===== src/rtl/ex_stage.sv =====
// ex_stage: execute stage between the ID/EX and EX/MEM pipeline registers.
// Forwarding muxes, single-cycle ALU, branch decision/target, and an
// iterative radix-2 multiply/divide unit that stalls the pipeline.
// Optional feature macro: EX_PERF_CNT_EN adds a saturating 32-bit stall counter.
//
// Handshake: ex_stall_out=1 means the instruction in EX is not finished.
// PC, IF/ID and ID/EX hold, and a bubble enters EX/MEM. When the stall drops
// with a mul/div in DONE, result_out is valid until advance (or flush) is seen.
module ex_stage #(
    parameter int DATA_WIDTH = 64
) (
    input  logic                  clk,
    input  logic                  reset,
    input  logic                  flush,
    input  logic                  advance,
    input  logic [DATA_WIDTH-1:0] pc_in,
    input  logic [DATA_WIDTH-1:0] readdata1_in,
    input  logic [DATA_WIDTH-1:0] readdata2_in,
    input  logic [DATA_WIDTH-1:0] imm_data_in,
    input  logic [3:0]            funct4_in,
    input  logic [1:0]            aluop_in,
    input  logic                  alusrc_in,
    input  logic                  branch_in,
    input  logic                  muldiv_in,
    input  logic [1:0]            fwd_a_sel,
    input  logic [1:0]            fwd_b_sel,
    input  logic [DATA_WIDTH-1:0] exmem_result_in,
    input  logic [DATA_WIDTH-1:0] wb_data_in,
    output logic [DATA_WIDTH-1:0] result_out,
    output logic [DATA_WIDTH-1:0] store_data_out,
    output logic                  branch_taken_out,
    output logic [DATA_WIDTH-1:0] branch_target_out,
    output logic                  ex_stall_out
`ifdef EX_PERF_CNT_EN
    ,
    output logic [31:0]           stall_cycles_out
`endif
);

    localparam int DW      = DATA_WIDTH;
    localparam int SHAMT_W = $clog2(DATA_WIDTH);
    localparam int CNT_W   = $clog2(DATA_WIDTH) + 1;

    typedef enum logic [1:0] {MD_IDLE, MD_BUSY, MD_DONE} md_state_t;

    md_state_t            state, state_next;
    logic [DW-1:0]        rs1_fwd, rs2_fwd, op_a, op_b, alu_res;
    logic [2:0]           funct3;
    logic [SHAMT_W-1:0]   shamt;
    logic                 lt_s, lt_u, br_cond;
    logic                 md_start, md_done, md_signed;
    logic [CNT_W-1:0]     count;
    logic [DW-1:0]        acc_hi, acc_lo, opnd_b;
    logic [2:0]           md_op;
    logic [1:0]           sign_flags;
    logic [DW:0]          mul_sum, div_shifted;
    logic [DW-1:0]        div_diff, md_res;
    logic                 div_ge;

    assign funct3 = funct4_in[2:0];

    // Operand forwarding; select code 11 behaves like 00
    always_comb begin
        rs1_fwd = readdata1_in;
        rs2_fwd = readdata2_in;
        case (fwd_a_sel)
            2'b01:   rs1_fwd = wb_data_in;
            2'b10:   rs1_fwd = exmem_result_in;
            default: rs1_fwd = readdata1_in;
        endcase
        case (fwd_b_sel)
            2'b01:   rs2_fwd = wb_data_in;
            2'b10:   rs2_fwd = exmem_result_in;
            default: rs2_fwd = readdata2_in;
        endcase
    end

    assign op_a           = rs1_fwd;
    assign op_b           = alusrc_in ? imm_data_in : rs2_fwd;
    assign shamt          = op_b[SHAMT_W-1:0];
    assign store_data_out = rs2_fwd;

    // Single-cycle ALU; funct4[3] only selects SUB for register operands
    always_comb begin
        alu_res = '0;
        case (aluop_in)
            2'b00: alu_res = op_a + op_b;
            2'b01: alu_res = op_a - op_b;
            2'b10: begin
                case (funct3)
                    3'b000:  alu_res = (funct4_in[3] && !alusrc_in) ? op_a - op_b : op_a + op_b;
                    3'b001:  alu_res = op_a << shamt;
                    3'b010:  alu_res = {{(DW-1){1'b0}}, ($signed(op_a) < $signed(op_b))};
                    3'b011:  alu_res = {{(DW-1){1'b0}}, (op_a < op_b)};
                    3'b100:  alu_res = op_a ^ op_b;
                    3'b101:  alu_res = funct4_in[3] ? DW'($signed(op_a) >>> shamt) : op_a >> shamt;
                    3'b110:  alu_res = op_a | op_b;
                    default: alu_res = op_a & op_b;
                endcase
            end
            default: alu_res = '0;
        endcase
    end

    // Branch condition always compares forwarded rs1 against forwarded rs2
    always_comb begin
        lt_s    = $signed(rs1_fwd) < $signed(rs2_fwd);
        lt_u    = rs1_fwd < rs2_fwd;
        br_cond = 1'b0;
        case (funct3)
            3'b000:  br_cond = (rs1_fwd == rs2_fwd);
            3'b001:  br_cond = (rs1_fwd != rs2_fwd);
            3'b100:  br_cond = lt_s;
            3'b101:  br_cond = !lt_s;
            3'b110:  br_cond = lt_u;
            3'b111:  br_cond = !lt_u;
            default: br_cond = 1'b0;
        endcase
    end

    assign branch_taken_out  = branch_in && br_cond && !flush && !reset;
    assign branch_target_out = pc_in + imm_data_in;

    // Mul/div FSM state register
    always_ff @(posedge clk or posedge reset) begin
        if (reset) state <= MD_IDLE;
        else       state <= state_next;
    end

    // Mul/div FSM next-state logic
    always_comb begin
        state_next = state;
        case (state)
            MD_IDLE: if (muldiv_in && !flush) state_next = MD_BUSY;
            MD_BUSY: begin
                if (flush)                     state_next = MD_IDLE;
                else if (count == CNT_W'(1))   state_next = MD_DONE;
            end
            MD_DONE: if (advance || flush) state_next = MD_IDLE;
            default: state_next = MD_IDLE;
        endcase
    end

    // Mul/div FSM outputs: start pulse, stall and result select
    always_comb begin
        md_start     = (state == MD_IDLE) && muldiv_in && !flush;
        md_done      = (state == MD_DONE);
        ex_stall_out = !reset && (md_start || (state == MD_BUSY));
    end

    // DIV and REM work on magnitudes; the sign is restored at the end
    assign md_signed = funct3[2] && !funct3[0];

    // One radix-2 step: shift-add multiply or restoring divide
    always_comb begin
        mul_sum     = {1'b0, acc_hi} + (acc_lo[0] ? {1'b0, opnd_b} : {(DW+1){1'b0}});
        div_shifted = {acc_hi, acc_lo[DW-1]};
        div_ge      = div_shifted >= {1'b0, opnd_b};
        div_diff    = div_shifted[DW-1:0] - opnd_b;
    end

    // Mul/div datapath registers: latch on start, step while busy
    always_ff @(posedge clk or posedge reset) begin
        if (reset) begin
            count      <= '0;
            acc_hi     <= '0;
            acc_lo     <= '0;
            opnd_b     <= '0;
            md_op      <= '0;
            sign_flags <= '0;
        end else if (md_start) begin
            count      <= CNT_W'(DW);
            acc_hi     <= '0;
            acc_lo     <= (md_signed && rs1_fwd[DW-1]) ? -rs1_fwd : rs1_fwd;
            opnd_b     <= (md_signed && rs2_fwd[DW-1]) ? -rs2_fwd : rs2_fwd;
            md_op      <= funct3;
            sign_flags <= md_signed ? {rs1_fwd[DW-1], rs2_fwd[DW-1]} : 2'b00;
        end else if (state == MD_BUSY && !flush) begin
            count <= count - CNT_W'(1);
            if (!md_op[2]) begin
                acc_hi <= mul_sum[DW:1];
                acc_lo <= {mul_sum[0], acc_lo[DW-1:1]};
            end else begin
                acc_hi <= div_ge ? div_diff : div_shifted[DW-1:0];
                acc_lo <= {acc_lo[DW-2:0], div_ge};
            end
        end
    end

    // Final mul/div result with sign fix-up and divide-by-zero quotient
    always_comb begin
        md_res = '0;
        case (md_op)
            3'b000:        md_res = acc_lo;
            3'b011:        md_res = acc_hi;
            3'b100, 3'b101: begin
                if (opnd_b == '0)                     md_res = '1;
                else if (sign_flags[1] ^ sign_flags[0]) md_res = -acc_lo;
                else                                  md_res = acc_lo;
            end
            3'b110, 3'b111: md_res = sign_flags[1] ? -acc_hi : acc_hi;
            default:       md_res = '0;
        endcase
    end

    assign result_out = md_done ? md_res : alu_res;

`ifdef EX_PERF_CNT_EN
    // Saturating count of stalled cycles; only reset clears it
    always_ff @(posedge clk or posedge reset) begin
        if (reset)                                         stall_cycles_out <= '0;
        else if (ex_stall_out && stall_cycles_out != '1)   stall_cycles_out <= stall_cycles_out + 32'd1;
    end
`endif

endmodule


===== config.mk =====
export PLATFORM = sky130hd
export DESIGN_NAME = ex_stage
export DESIGN_NICKNAME = d
export VERILOG_FILES = /design/src/rtl/ex_stage.sv
export SDC_FILE = /design/constraint.sdc
export NUM_CORES = 2
export LEC_CHECK = 0
export CORE_ASPECT_RATIO = 1.1
export CORE_MARGIN = 2
export CORE_UTILIZATION = 35
export CTS_CLUSTER_DIAMETER = 50
export CTS_CLUSTER_SIZE = 28
export DETAILED_ROUTE_END_ITERATION = 8
export PLACE_DENSITY = 0.5
export SETUP_SLACK_MARGIN = 0.15
export SLEW_MARGIN = 20
export SYNTH_ARGS = -nofsm -noshare
export SYNTH_HDL_FRONTEND = slang
export SYNTH_SLANG_ARGS = --single-unit

===== constraint.sdc =====
create_clock -name clk -period 24.5 [get_ports clk]
set_input_delay 4.9 -clock clk [delete_from_list [all_inputs] [get_ports clk]]
set_output_delay 4.9 -clock clk [all_outputs]
set_load 0.02 [all_outputs]

==> metrics.txt <==
CTS clk-pin slew, worst paths 0.06 ns; Tot Pwr 5.58 mW; max incr delay on CP ~0.95 ns; first-pass GRT wire length 520,000 microns; clk sinks 206; initial core utilization 35.2%; Synth Cell Area between 50,000 and 60,000 sq um; via count 69,210; crit end category output port; setup slack after layout 5.11 ns; Syn Inst Count between 7,000 and 8,000; insertion delay to the later sink of the worst-skew pair 0.62 ns; largest net degree at the start of global routing 182; Critical-path top delay cell a221oi_1; DRC marker count from the first detailed-route iteration 9,444; port bufs around 600; HP Start opnd_b[47]; worst hold endpoint opnd_b[47]; Area contributors post-synth ha_1, dfrtp_1, o21ai_0, mux2i_1, a21oi_1; Post-synth EDFFs 0; status completed; nets 9,127; Worst IR Drop VDD 0.0000798 V; htree depth 1; total gr overflow 0; reg-to-reg critical path startpoint acc_lo[0]; period utilisation layout about four fifths; Synth area leader ha_1; Setup TNS 0 ns; Worst Path Max Fanout 73; final instance area about 63,000 sq um; CTS Buf Count 28; cts repair resizes 0; min cycle time layout around 19 ns; Hold/Removal Path Class flop to flop; Post-CTS Setup Inserts 0; final setup vio count 0; Setup CP Type input pin to output port; Final HPWL DP 307,000 microns; f_max approximately 0.052 GHz; r2r setup slk 18.45 ns; Slew HR 11.5%; Final Hold Viols 0; Avg Inst Size Synth 6.69 sq um; I/O pin cnt 595; CP delay by family, top compound AO/OA/AOI/OAI gates; Area after DPL 61,600 sq um; Worst EP arrival ~14 ns; Die ar. roughly 160,000 sq um; Synth cell types 92; most common cell in the netlist nand2_1; worst-margin pin slew 1.31 ns; # hold bufs at CTS 0; FP Rows 150; pre-CTS setup slack 5.76 ns; Post-synth ARST share 100%; Worst EP required 19.60 ns; core area 152,000 sq um; Vias/cell 6.73; Fin Clk Skew 0.0391 ns; Finished Core Util 41.4%; max-slew violation count 0; layout cells sized above 1 5.86%; DRC viols 0; Critical Path, Cell by Cell clkdlybuf4s50_1, inv_1, ha_4, buf_4, inv_1, buf_4, o21ai_1, o21ai_0, ha_1, nand2_1, nor2_1, a211oi_1, a211oi_1, nor4_1, nor2_1, a211oi_1, o31ai_1, o21ai_0, mux2i_1, a221oi_1, o22ai_1, clkdlybuf4s50_1; LEAKAGE approximately 26 nW; CTS tree built; hold-critical path depth 2; vias in the first global route 64,237; sequential area share after synthesis approximately a tenth; clk root buf clkbuf_16; CP Buf/Inv Count 6; Routed WL 382,000 microns; Die Y slightly above 400 microns; CP startpoint kind input pin; antenna violations before repair 47; Die X 376 microns; Yosys warning count 0; wire per inst roughly 37 microns; syn_nets 8,852; 1st-pass router iterations 7; top cell type's share of synthesized area around 11%; Max Cap Viol 0; Post-synth top cells nand2_1, o21ai_0, a21oi_1; RSZ-0062 raised after global routing no; Primary FF master, synth dfrtp_1; CP dominant cell by count a211oi_1; P per Cell Area 88.9 nW/um^2; Yosys reg bits just over 200; GPL Wtd Cong approximately 1.1; ANT nets after route 0; Tot GR Track Use ~47%; Area Overhead vs Synth 17.5%; reg2reg end acc_hi[61]; Longest Clk Path Bufs 3; worst r2r path cells 17
-- final cells by class --
type	instances	area, sq um
fillers	16229	88900
multi-input cells	6793	44700
repair buffers	837	7790
flip-flops and latches	206	5160
well taps	1976	2470
inverters	395	1500
clock buffers	30	739
clock inverters	22	305
diodes	30	75.1
-- stage by stage --
stage / instances / hold slack (ns)
finish: 10289 / 0.522
detailed placement: 10207 / 0.502
floorplan: 7986 / 0.471
global placement: 10204 / 0.494
global route: 10268 / 0.547
CTS: 10259 / 0.521
-- metal layers --
layer	GRT usage, %	part of all wire (%)	up-vias
met4	36.8	9.6	26
met3	13.1	11	1112
met2	70.2	41	4645
met1	56.6	38	33482
met5	0	0.042	-
li1	-	-	29945
-- worst max-delay path by stage --
stage,from,endpoint,slack [ns],depth (start not counted)
after CTS,fwd_b_sel[0],result_out[54],5.75,22
final,fwd_b_sel[0],result_out[54],5.11,22
after floorplan,fwd_b_sel[0],result_out[62],8.79,25
after global routing,fwd_b_sel[0],result_out[54],5.11,22
after global placement,fwd_b_sel[0],result_out[54],5.74,22
after detailed placement,fwd_b_sel[0],result_out[54],5.76,22
-- cells by family after synthesis --
family,share of synthesized area [%]
muxes,8.43
adders and majority gates,11.0
buffers and inverters,7.13
and+or+nand+nor,19.5
xor gates and xnor gates,7.89
AOI/OAI and AO/OA,36.4
DFF,9.65
-- state kept, by name, indices dropped and copies added (netlist names) --
register	flops
opnd_b	64
sign_flags	2
acc_lo	64
count	7
acc_hi	64
state	2
md_op	3
-- worst min-delay path: stages (launching register included) --
cell and delay [ns]:
dfrtp_1 0.37, nand2_1 0.05, o21ai_0 0.06
-- where the power goes --
group / internal (mW) / total (mW) / leakage [nW] / switching [mW]
Sequential: 0.458 / 0.810 / 2.61 / 0.352
Clock: 0.240 / 0.466 / 0.506 / 0.226
Combinational: 1.48 / 4.30 / 23.0 / 2.82
-- layout by cell type, fill, tap and decap left out, drive strengths merged, types with 29 or more instances in the layout --
cell type,n
a211oi,108
a21o,203
a21oi,739
a221o,58
a221oi,79
a22oi,122
a31oi,95
and2,29
and3,43
buf,247
clkbuf,30
clkdlybuf4s50,590
dfrtp,206
diode,30
ha,460
inv,398
mux2,71
mux2i,370
nand2,927
nand2b,51
nand3,132
nand4,92
nor2,663
nor2b,55
nor3,127
nor4,72
o211ai,198
o21a,50
o21ai,935
o21bai,69
o221ai,58
o22ai,54
o31ai,80
or3,44
xnor2,364
xor2,117
Note: power is estimated with default switching activity, not from simulation.
